$ cat config.mk
export PLATFORM = sky130hd
export DESIGN_NAME = simd_lane_serializer
export DESIGN_NICKNAME = d
export VERILOG_FILES = /design/src/rtl/simd_pkg.sv /design/src/rtl/simd_lane_serializer.sv
export SDC_FILE = /design/constraint.sdc
export NUM_CORES = 1
export LEC_CHECK = 0
export CELL_PAD_IN_SITES_DETAIL_PLACEMENT = 2
export CELL_PAD_IN_SITES_GLOBAL_PLACEMENT = 2
export CORE_UTILIZATION = 29
export CTS_CLUSTER_SIZE = 14
export DETAILED_ROUTE_END_ITERATION = 10
export GPL_TIMING_DRIVEN = 0
export PLACE_DENSITY = 0.9
export SYNTH_ARGS = -nofsm -noshare
export SYNTH_HDL_FRONTEND = slang
export SYNTH_SLANG_ARGS = --single-unit
$ cat constraint.sdc
create_clock -name clock -period 4 [get_ports clock]
set_clock_uncertainty 0.1 [all_clocks]
set_input_delay 0.8 -clock clock [delete_from_list [all_inputs] [get_ports clock]]
set_output_delay 0.8 -clock clock [all_outputs]
set_load 0.01 [all_outputs]
$ cat src/rtl/simd_pkg.sv
// rtl/simd_pkg.sv - shared FOUR12 SIMD slot layout for the vector-add and its serializer
package simd_pkg;

    localparam int P_W    = 48;
    localparam int SLOT_W = 12;
    localparam int LANE_W = 8;
    localparam int LANES  = 4;

    typedef enum logic {
        IDLE  = 1'b0,
        SHIFT = 1'b1
    } state_t;

    // Extract slot idx (12 bits: 8-bit lane payload plus guard/carry bits) from a packed P word
    function automatic logic [SLOT_W-1:0] slot_of(input logic [P_W-1:0] word, input logic [1:0] idx);
        return word[idx*SLOT_W +: SLOT_W];
    endfunction

endpackage

$ cat src/rtl/simd_lane_serializer.sv
// rtl/simd_lane_serializer.sv - packed FOUR12 P word to 8-bit lane stream; optional SIMD_LANE_CARRY_EN adds out_carry
module simd_lane_serializer
    import simd_pkg::*;
#(
    parameter int LANES  = 4,
    parameter int SLOT_W = 12,
    parameter int LANE_W = 8
) (
    input  logic                      clock,
    input  logic                      reset,
    input  logic                      in_valid,
    output logic                      in_ready,
    input  logic [LANES*SLOT_W-1:0]   in_data,
    output logic                      out_valid,
    input  logic                      out_ready,
    output logic [LANE_W-1:0]         out_data,
    output logic [1:0]                out_lane,
`ifdef SIMD_LANE_CARRY_EN
    output logic                      out_carry,
`endif
    output logic                      out_last
);

    localparam logic [1:0] LAST_IDX = 2'(LANES - 1);

    state_t                    r_state;
    logic [1:0]                r_idx;
    logic [LANES*SLOT_W-1:0]   r_buf;

    state_t                    w_state_nxt;
    logic [1:0]                w_idx_nxt;
    logic [LANES*SLOT_W-1:0]   w_buf_nxt;
    logic [SLOT_W-1:0]         w_slot;
    logic                      w_is_last;

    assign w_slot    = slot_of(r_buf, r_idx);
    assign w_is_last = (r_idx == LAST_IDX);

`ifndef SIMD_LANE_CARRY_EN
    // Guard bits carry no meaning without the carry output
    logic w_unused_guard;
    assign w_unused_guard = ^w_slot[SLOT_W-1:LANE_W];
`endif

    // State, lane index and word buffer; reset drops any buffered word
    always_ff @(posedge clock) begin
        if (reset) begin
            r_state <= IDLE;
            r_idx   <= 2'd0;
            r_buf   <= '0;
        end else begin
            r_state <= w_state_nxt;
            r_idx   <= w_idx_nxt;
            r_buf   <= w_buf_nxt;
        end
    end

    // Next-state and handshake outputs; the last lane's transfer can reload the buffer with no bubble
    always_comb begin
        w_state_nxt = r_state;
        w_idx_nxt   = r_idx;
        w_buf_nxt   = r_buf;
        in_ready    = 1'b0;
        out_valid   = 1'b0;
        out_data    = '0;
        out_lane    = 2'd0;
        out_last    = 1'b0;
`ifdef SIMD_LANE_CARRY_EN
        out_carry   = 1'b0;
`endif
        case (r_state)
            IDLE: begin
                in_ready = 1'b1;
                if (in_valid) begin
                    w_buf_nxt   = in_data;
                    w_idx_nxt   = 2'd0;
                    w_state_nxt = SHIFT;
                end
            end
            SHIFT: begin
                out_valid = 1'b1;
                out_data  = w_slot[LANE_W-1:0];
                out_lane  = r_idx;
                out_last  = w_is_last;
`ifdef SIMD_LANE_CARRY_EN
                out_carry = |w_slot[SLOT_W-1:LANE_W];
`endif
                in_ready  = w_is_last && out_ready;
                if (out_ready) begin
                    if (!w_is_last) begin
                        w_idx_nxt = r_idx + 2'd1;
                    end else if (in_valid) begin
                        w_buf_nxt = in_data;
                        w_idx_nxt = 2'd0;
                    end else begin
                        w_state_nxt = IDLE;
                    end
                end
            end
            default: begin
                w_state_nxt = IDLE;
            end
        endcase
    end

endmodule

==> summary.txt, run 1 <==
Floorplanning
  – IO Pins: 65
  – Num rows: 29
  – Die Y: 82.7 µm
  – Initial core utilization: 0.299
  – Chip width: 82.7 µm
  – Die footprint: 6850 µm²
  – Core area: 6310 µm²

Synth
  – YS warnings: 0
  – Average cell area after synthesis: 10.3 µm²
  – Largest family of logic cells by synthesized area: simple AND/OR/NAND/NOR gates
  – Netlist Area Pre-Place: 1890 µm²
  – Simple-gate share of the synthesized area: 0.291
  – Synth Register Bits: 35
  – Share of synthesized area spent on multiplexers: 0.265
  – Post-synthesis compound-gate area fraction: 0.0146
  – Mapped Cells: 183
  – Syn nets: 237
  – Count of cell types in the netlist: 21
  – Adder-cell area share of the yosys netlist: 0.0132
  – Post-synthesis xor/xnor area fraction: 0
  – Sequential share of the synthesized area: 0.371

Place
  – Placed instance area: 2460 µm²
  – Final GP Congestion: 0.722
  – Buffers on Ports: 47
  – DPL Wire Length: 3.93 mm

STA
  – Fin crit share: 0.756
  – Slew Viols, Final: 0
  – Slew @ Worst Pin: 0.495 ns
  – Max frequency: 331 MHz
  – Rel. slew slack: 0.670
  – Setup TNS: 0 ns
  – Fin. Hold Viols: 0
  – Final setup viols: 0
  – Fin crit period: 3.03 ns
  – Unrepaired setup endpoints after global routing: no

Power
  – Comb pwr share: 0.166
  – Pwr dens: 335 nW/µm²
  – Clock share of power: 0.389
  – Switch Pwr: 205 µW
  – Sequential fraction of design power: 0.445
  – Peak supply drop: 0.157 mV
  – Leak Pwr: 0.970 nW
  – Pint: 659 µW
  – Sw Ratio: 0.237

Global routing
  – Pin count of the biggest net entering global routing: 12
  – GRT overflow: 0
  – Global-route usage over all layers: 0.177
  – First-pass GRT wire length: 8.57 mm
  – Initial antenna violation count: 0
  – Number of global-route vias before repair: 1667

Drt
  – WL final: 5.41 mm
  – Via/cell ratio: 4.65
  – # DRC: 0
  – Detailed Route Iter0 Violations: 34
  – Wirelength per Cell: 17.2 µm
  – DRT Pass-1 Iters: 3
  – Antenna viol nets, final: 0
  – Vias: 1466

CTS
  – CTS Sinks: 35
  – CTS resizes: 0
  – Clk slew on worst S/H paths: 0.07 ns
  – CTS Hold Bufs: 0
  – Post-CTS Setup Inserts: 0
  – Htree depth: 2
  – Worst-Skew Late Latency: 0.29 ns
  – CTS Buf Count: 5
  – Clock tree buffer depth: 2
  – Root Driver: clkbuf_8
  – CTS tree: yes

Critical path
  – Critical Path Sink Type: output pin
  – CP required: 3.10 ns
  – Critical path class: register to output pin
  – Max incr delay on CP: 0.48 ns
  – Worst setup SP type: register
  – CP Max Fanout: 10
  – WP buf/inv: 2
  – Crit path DAT: 2.13 ns
  – CP Cell Sequence: buf_2 -> mux4_2 -> and2_1 -> clkdlybuf4s50_1
  – Critical path's slowest cell: dfxtp_1
  – Worst path top cell family by delay: buffers and inverters

Outcome
  – Outcome: finished clean

Layout
  – Finished Cell Area: 2570 µm²
  – Layout cells sized above 1: 0.0966
  – Layout area overhead: 36.2%
  – Fillers: 706
  – Multi-input logic area: 1100 µm²
  – Sequential Area: 701 µm²
  – NumNets Final: 291
  – ANT cells: 0

Flow run
  – Max-cap violation count: 0

Worst hold path
  – Worst Hold Class: register to register
final timing paths:
path         startpoint          end  slack (ns)  cells past startpoint
max reg2reg    r_idx[0]     r_buf[7]        2.29                      6
min           r_buf[15]    r_buf[15]        0.38                      2
max            r_idx[0]  out_data[3]        0.97                      4
min reg2reg   r_buf[15]    r_buf[15]        0.38                      2
per-stage QoR:
stage                      util  instances  worst slack, ns  hold slack [ns]  power (mW)
final                     0.408        315            0.975            0.383       0.863
after global routing      0.408        315            0.871            0.404       0.903
after CTS                 0.408        315            0.948            0.386       0.872
after detailed placement  0.389        307             1.03            0.369       0.537
after global placement    0.389        307             1.02            0.357       0.530
after floorplan               -        183             1.90            0.345       0.467
layout make-up:
| type | instances | share of cell area |
|---|---|---|
| Buffer | 14 | 0.0340 |
| Clock buffer | 6 | 0.0321 |
| Clock inverter | 2 | 0.0136 |
| Multi-Input combinational cell | 134 | 0.428 |
| Sequential cell | 35 | 0.272 |
| Tap cell | 77 | 0.0374 |
| Timing Repair Buffer | 47 | 0.183 |
flip-flops by register name (all words and copies together), names as in the netlist:
signal,flops
r_idx,2
r_state,1
r_buf,32
cells by family (layout without fill, tap and decap cells):
group / count (synthesis) / after routing
buffers and inverters: 14 / 69
muxes: 40 / 40
AOI/OAI and AO/OA: 4 / 4
and+or+nand+nor: 88 / 88
adders and majority gates: 2 / 2
DFF: 35 / 35
power by group through the flow:
stage | combinational [mW] | clock [mW] | sequential (mW)
2_1_floorplan | 0.0797 | 0 | 0.387
3_3_place_gp | 0.140 | 0 | 0.390
3_5_place_dp | 0.145 | 0 | 0.393
4_1_cts | 0.146 | 0.341 | 0.385
5_1_grt | 0.156 | 0.360 | 0.387
6_report | 0.143 | 0.336 | 0.385
worst register-to-register path, stage by stage, from the launching register on:
cell and delay [ns]:
dfxtp_1 0.48, ha_1 0.25, a21boi_2 0.08, nor2b_1 0.16, buf_6 0.15, buf_6 0.19, mux2i_1 0.23
Yosys cell counts:
cell type / number / share of area
and2_1: 11 / 0.036
a21boi_2: 1 / 0.0060
buf_2: 1 / 0.0026
o21ai_0: 1 / 0.0026
a31oi_1: 1 / 0.0033
nor2_1: 2 / 0.0040
mux2i_1: 32 / 0.17
nor3b_1: 1 / 0.0040
nand2b_1: 65 / 0.22
nor2b_1: 2 / 0.0066
nand2_1: 2 / 0.0040
ha_1: 2 / 0.013
a21oi_1: 1 / 0.0026
buf_4: 1 / 0.0040
dfxtp_1: 35 / 0.37
or2b_1: 2 / 0.0079
mux4_2: 8 / 0.095
clkbuf_1: 8 / 0.016
buf_6: 4 / 0.024
nand4b_1: 1 / 0.0046
nand3b_1: 2 / 0.0079
placed cells by master (no fill, tap or decap), drive strengths merged:
| cell type | count |
|---|---|
| nand2b | 65 |
| clkdlybuf4s50 | 47 |
| dfxtp | 35 |
| mux2i | 32 |
| clkbuf | 14 |
| and2 | 11 |
| mux4 | 8 |
| buf | 6 |
| nand2 | 2 |
| nor2b | 2 |
| or2b | 2 |
| nand3b | 2 |
| nor2 | 2 |
| ha | 2 |
| a21boi | 1 |
| nor3b | 1 |
| o21ai | 1 |
| a21oi | 1 |
| nand4b | 1 |
| a31oi | 1 |
| clkinv | 1 |
| bufinv | 1 |
metal layers:
layer  vias up  routed length (µm)  GRT usage
li1        717                   -          -
met1       712                2260      0.198
met2        31                2910      0.333
met3         6                 175     0.0385
met4         0                  64     0.0500
met5         -                   0          0
No activity file was read; power rests on OpenSTA's default activity.
==> inputs of run 2 (changes only) <==
--- a/config.mk
+++ b/config.mk
@@ -7,11 +7,11 @@
 export LEC_CHECK = 0
 export CELL_PAD_IN_SITES_DETAIL_PLACEMENT = 2
 export CELL_PAD_IN_SITES_GLOBAL_PLACEMENT = 2
-export CORE_UTILIZATION = 29
+export CORE_UTILIZATION = 24
 export CTS_CLUSTER_SIZE = 14
 export DETAILED_ROUTE_END_ITERATION = 10
 export GPL_TIMING_DRIVEN = 0
-export PLACE_DENSITY = 0.9
+export PLACE_DENSITY = 0.8
 export SYNTH_ARGS = -nofsm -noshare
 export SYNTH_HDL_FRONTEND = slang
 export SYNTH_SLANG_ARGS = --single-unit
==> constraint.sdc (replaced) <==
create_clock -name clock -period 2.62 [get_ports clock]
set_clock_uncertainty 0.1 [all_clocks]
set_input_delay 0.524 -clock clock [delete_from_list [all_inputs] [get_ports clock]]
set_output_delay 0.524 -clock clock [all_outputs]
set_load 0.01 [all_outputs]
==> run 2 against run 1 <==
Largest power group unchanged; worst hold slack worse by 0.0076 ns; setup slack worse by 0.91 ns; sequential share of layout area fell by 0.26 points; utilization shrank 5.6 points.
==> summary.txt, run 2 (synthesis results as in run 1) <==
STA
  – Unrepaired setup endpoints after global routing: no
  – Fin crit period: 2.56 ns
  – Final setup viols: 0
  – Slew @ Worst Pin: 0.469 ns
  – Rel. slew slack: 0.687
  – Max frequency: 391 MHz
  – Setup TNS: 0 ns
  – Fin crit share: 0.976
  – Fin. Hold Viols: 0
  – Slew Viols, Final: 0

Drt
  – Vias: 1465
  – Antenna viol nets, final: 0
  – # DRC: 0
  – Wirelength per Cell: 15.7 µm
  – Via/cell ratio: 4.35
  – DRT Pass-1 Iters: 4
  – WL final: 5.28 mm
  – Detailed Route Iter0 Violations: 32

Floorplanning
  – IO Pins: 65
  – Core area: 7450 µm²
  – Num rows: 31
  – Die footprint: 8240 µm²
  – Die Y: 90.8 µm
  – Initial core utilization: 0.254
  – Chip width: 90.8 µm

Outcome
  – Outcome: finished clean

CTS
  – CTS resizes: 7
  – CTS Buf Count: 5
  – Htree depth: 2
  – CTS tree: yes
  – Post-CTS Setup Inserts: 0
  – Clk slew on worst S/H paths: 0.07 ns
  – CTS Sinks: 35
  – CTS Hold Bufs: 0
  – Clock tree buffer depth: 2
  – Root Driver: clkbuf_8
  – Worst-Skew Late Latency: 0.29 ns

Power
  – Pwr Total: 1.24 mW
  – Pwr dens: 472 nW/µm²
  – Clock share of power: 0.350
  – Peak supply drop: 0.154 mV
  – Sw Ratio: 0.241
  – Switch Pwr: 298 µW
  – Pint: 938 µW
  – Sequential fraction of design power: 0.473
  – Comb pwr share: 0.177
  – Leak Pwr: 1.06 nW

Layout
  – Register with the most flip-flops: r_buf
  – Max reg flops: 32
  – Biggest registers after layout: r_buf (32), r_idx (2), r_state (1)
  – NumNets Final: 291
  – Most common cell after layout, fill and taps aside: nand2b_1
  – ANT cells: 0
  – Layout cells sized above 1: 0.105
  – Layout area overhead: 38.5%
  – Most frequent cells in the layout: nand2b_1, clkdlybuf4s50_1, dfxtp_1

Critical path
  – Max incr delay on CP: 0.49 ns
  – Critical path class: register to output pin
  – Worst setup SP type: register
  – Critical path's slowest cell: mux4_2
  – Critical Path Sink Type: output pin
  – Critical Path Source: r_idx[1]
  – WP buf/inv: 2
  – CP Max Fanout: 10
  – CP Cell Sequence: buf_12 -> mux4_2 -> and2_1 -> clkdlybuf4s50_1
  – Worst path top cell family by delay: buffers and inverters
  – CP required: 2.00 ns
  – Crit path DAT: 1.93 ns
  – Origin of the critical flop-to-flop path: r_idx[0]

Worst hold path
  – Worst Hold Class: register to register
  – Min-delay src: r_buf[43]

Global routing
  – First-pass GRT wire length: 8.76 mm
  – Pin count of the biggest net entering global routing: 11
  – Number of global-route vias before repair: 1633
  – Initial antenna violation count: 0
  – GRT overflow: 0
  – Global-route usage over all layers: 0.141

Flow run
  – Max-cap violation count: 0

Place
  – Final GP Congestion: 0.704
  – DPL Wire Length: 3.81 mm
  – Buffers on Ports: 47
## run 2: path summary, 6_finish.rpt
kind / endpoint / slack [ns] / cells after the start
hold reg to reg: r_buf[43] / 0.38 / 2
setup reg to reg: r_buf[18] / 1.00 / 6
setup / recovery: out_data[6] / 0.06 / 4
hold / removal: r_buf[43] / 0.38 / 2
## run 2: power by group through the flow
stage / logic (mW) / registers, mW / clock network (mW)
finish: 0.218 / 0.585 / 0.433
global route: 0.240 / 0.589 / 0.480
floorplan: 0.122 / 0.591 / 0
CTS: 0.225 / 0.586 / 0.451
detailed placement: 0.222 / 0.598 / 0
global placement: 0.218 / 0.596 / 0
## run 2: final cells by class
type	count	area, µm²
Buffer	14	104
Clock buffer	8	100
Fill cell	842	4830
Multi-Input combinational cell	134	1100
Sequential cell	35	706
Tap cell	99	124
Timing Repair Buffer	47	483
## run 2: metrics by stage
stage	cells	util	setup WS, ns	hold WS (ns)	instance area (µm²)
6_report	337	0.352	0.0636	0.375	2620
5_1_grt	337	0.352	0.000188	0.393	2620
4_1_cts	337	0.350	0.00769	0.383	2600
3_5_place_dp	329	0.334	0.195	0.369	2480
3_3_place_gp	329	0.334	0.201	0.356	2480
2_1_floorplan	183	-	0.796	0.345	1890
## run 2: worst reg2reg max path: stages, from the launching register on
cell,delay [ns]
dfxtp_2,0.41
ha_1,0.24
a21boi_2,0.09
nor2b_1,0.15
buf_6,0.15
buf_6,0.18
mux2i_1,0.23
## run 2: routing by layer
| layer | part of all wire | track usage |
|---|---|---|
| met5 | 0 | 0 |
| met3 | 0.041 | 0.0412 |
| met1 | 0.45 | 0.169 |
| met4 | 0.010 | 0.0323 |
| met2 | 0.50 | 0.245 |
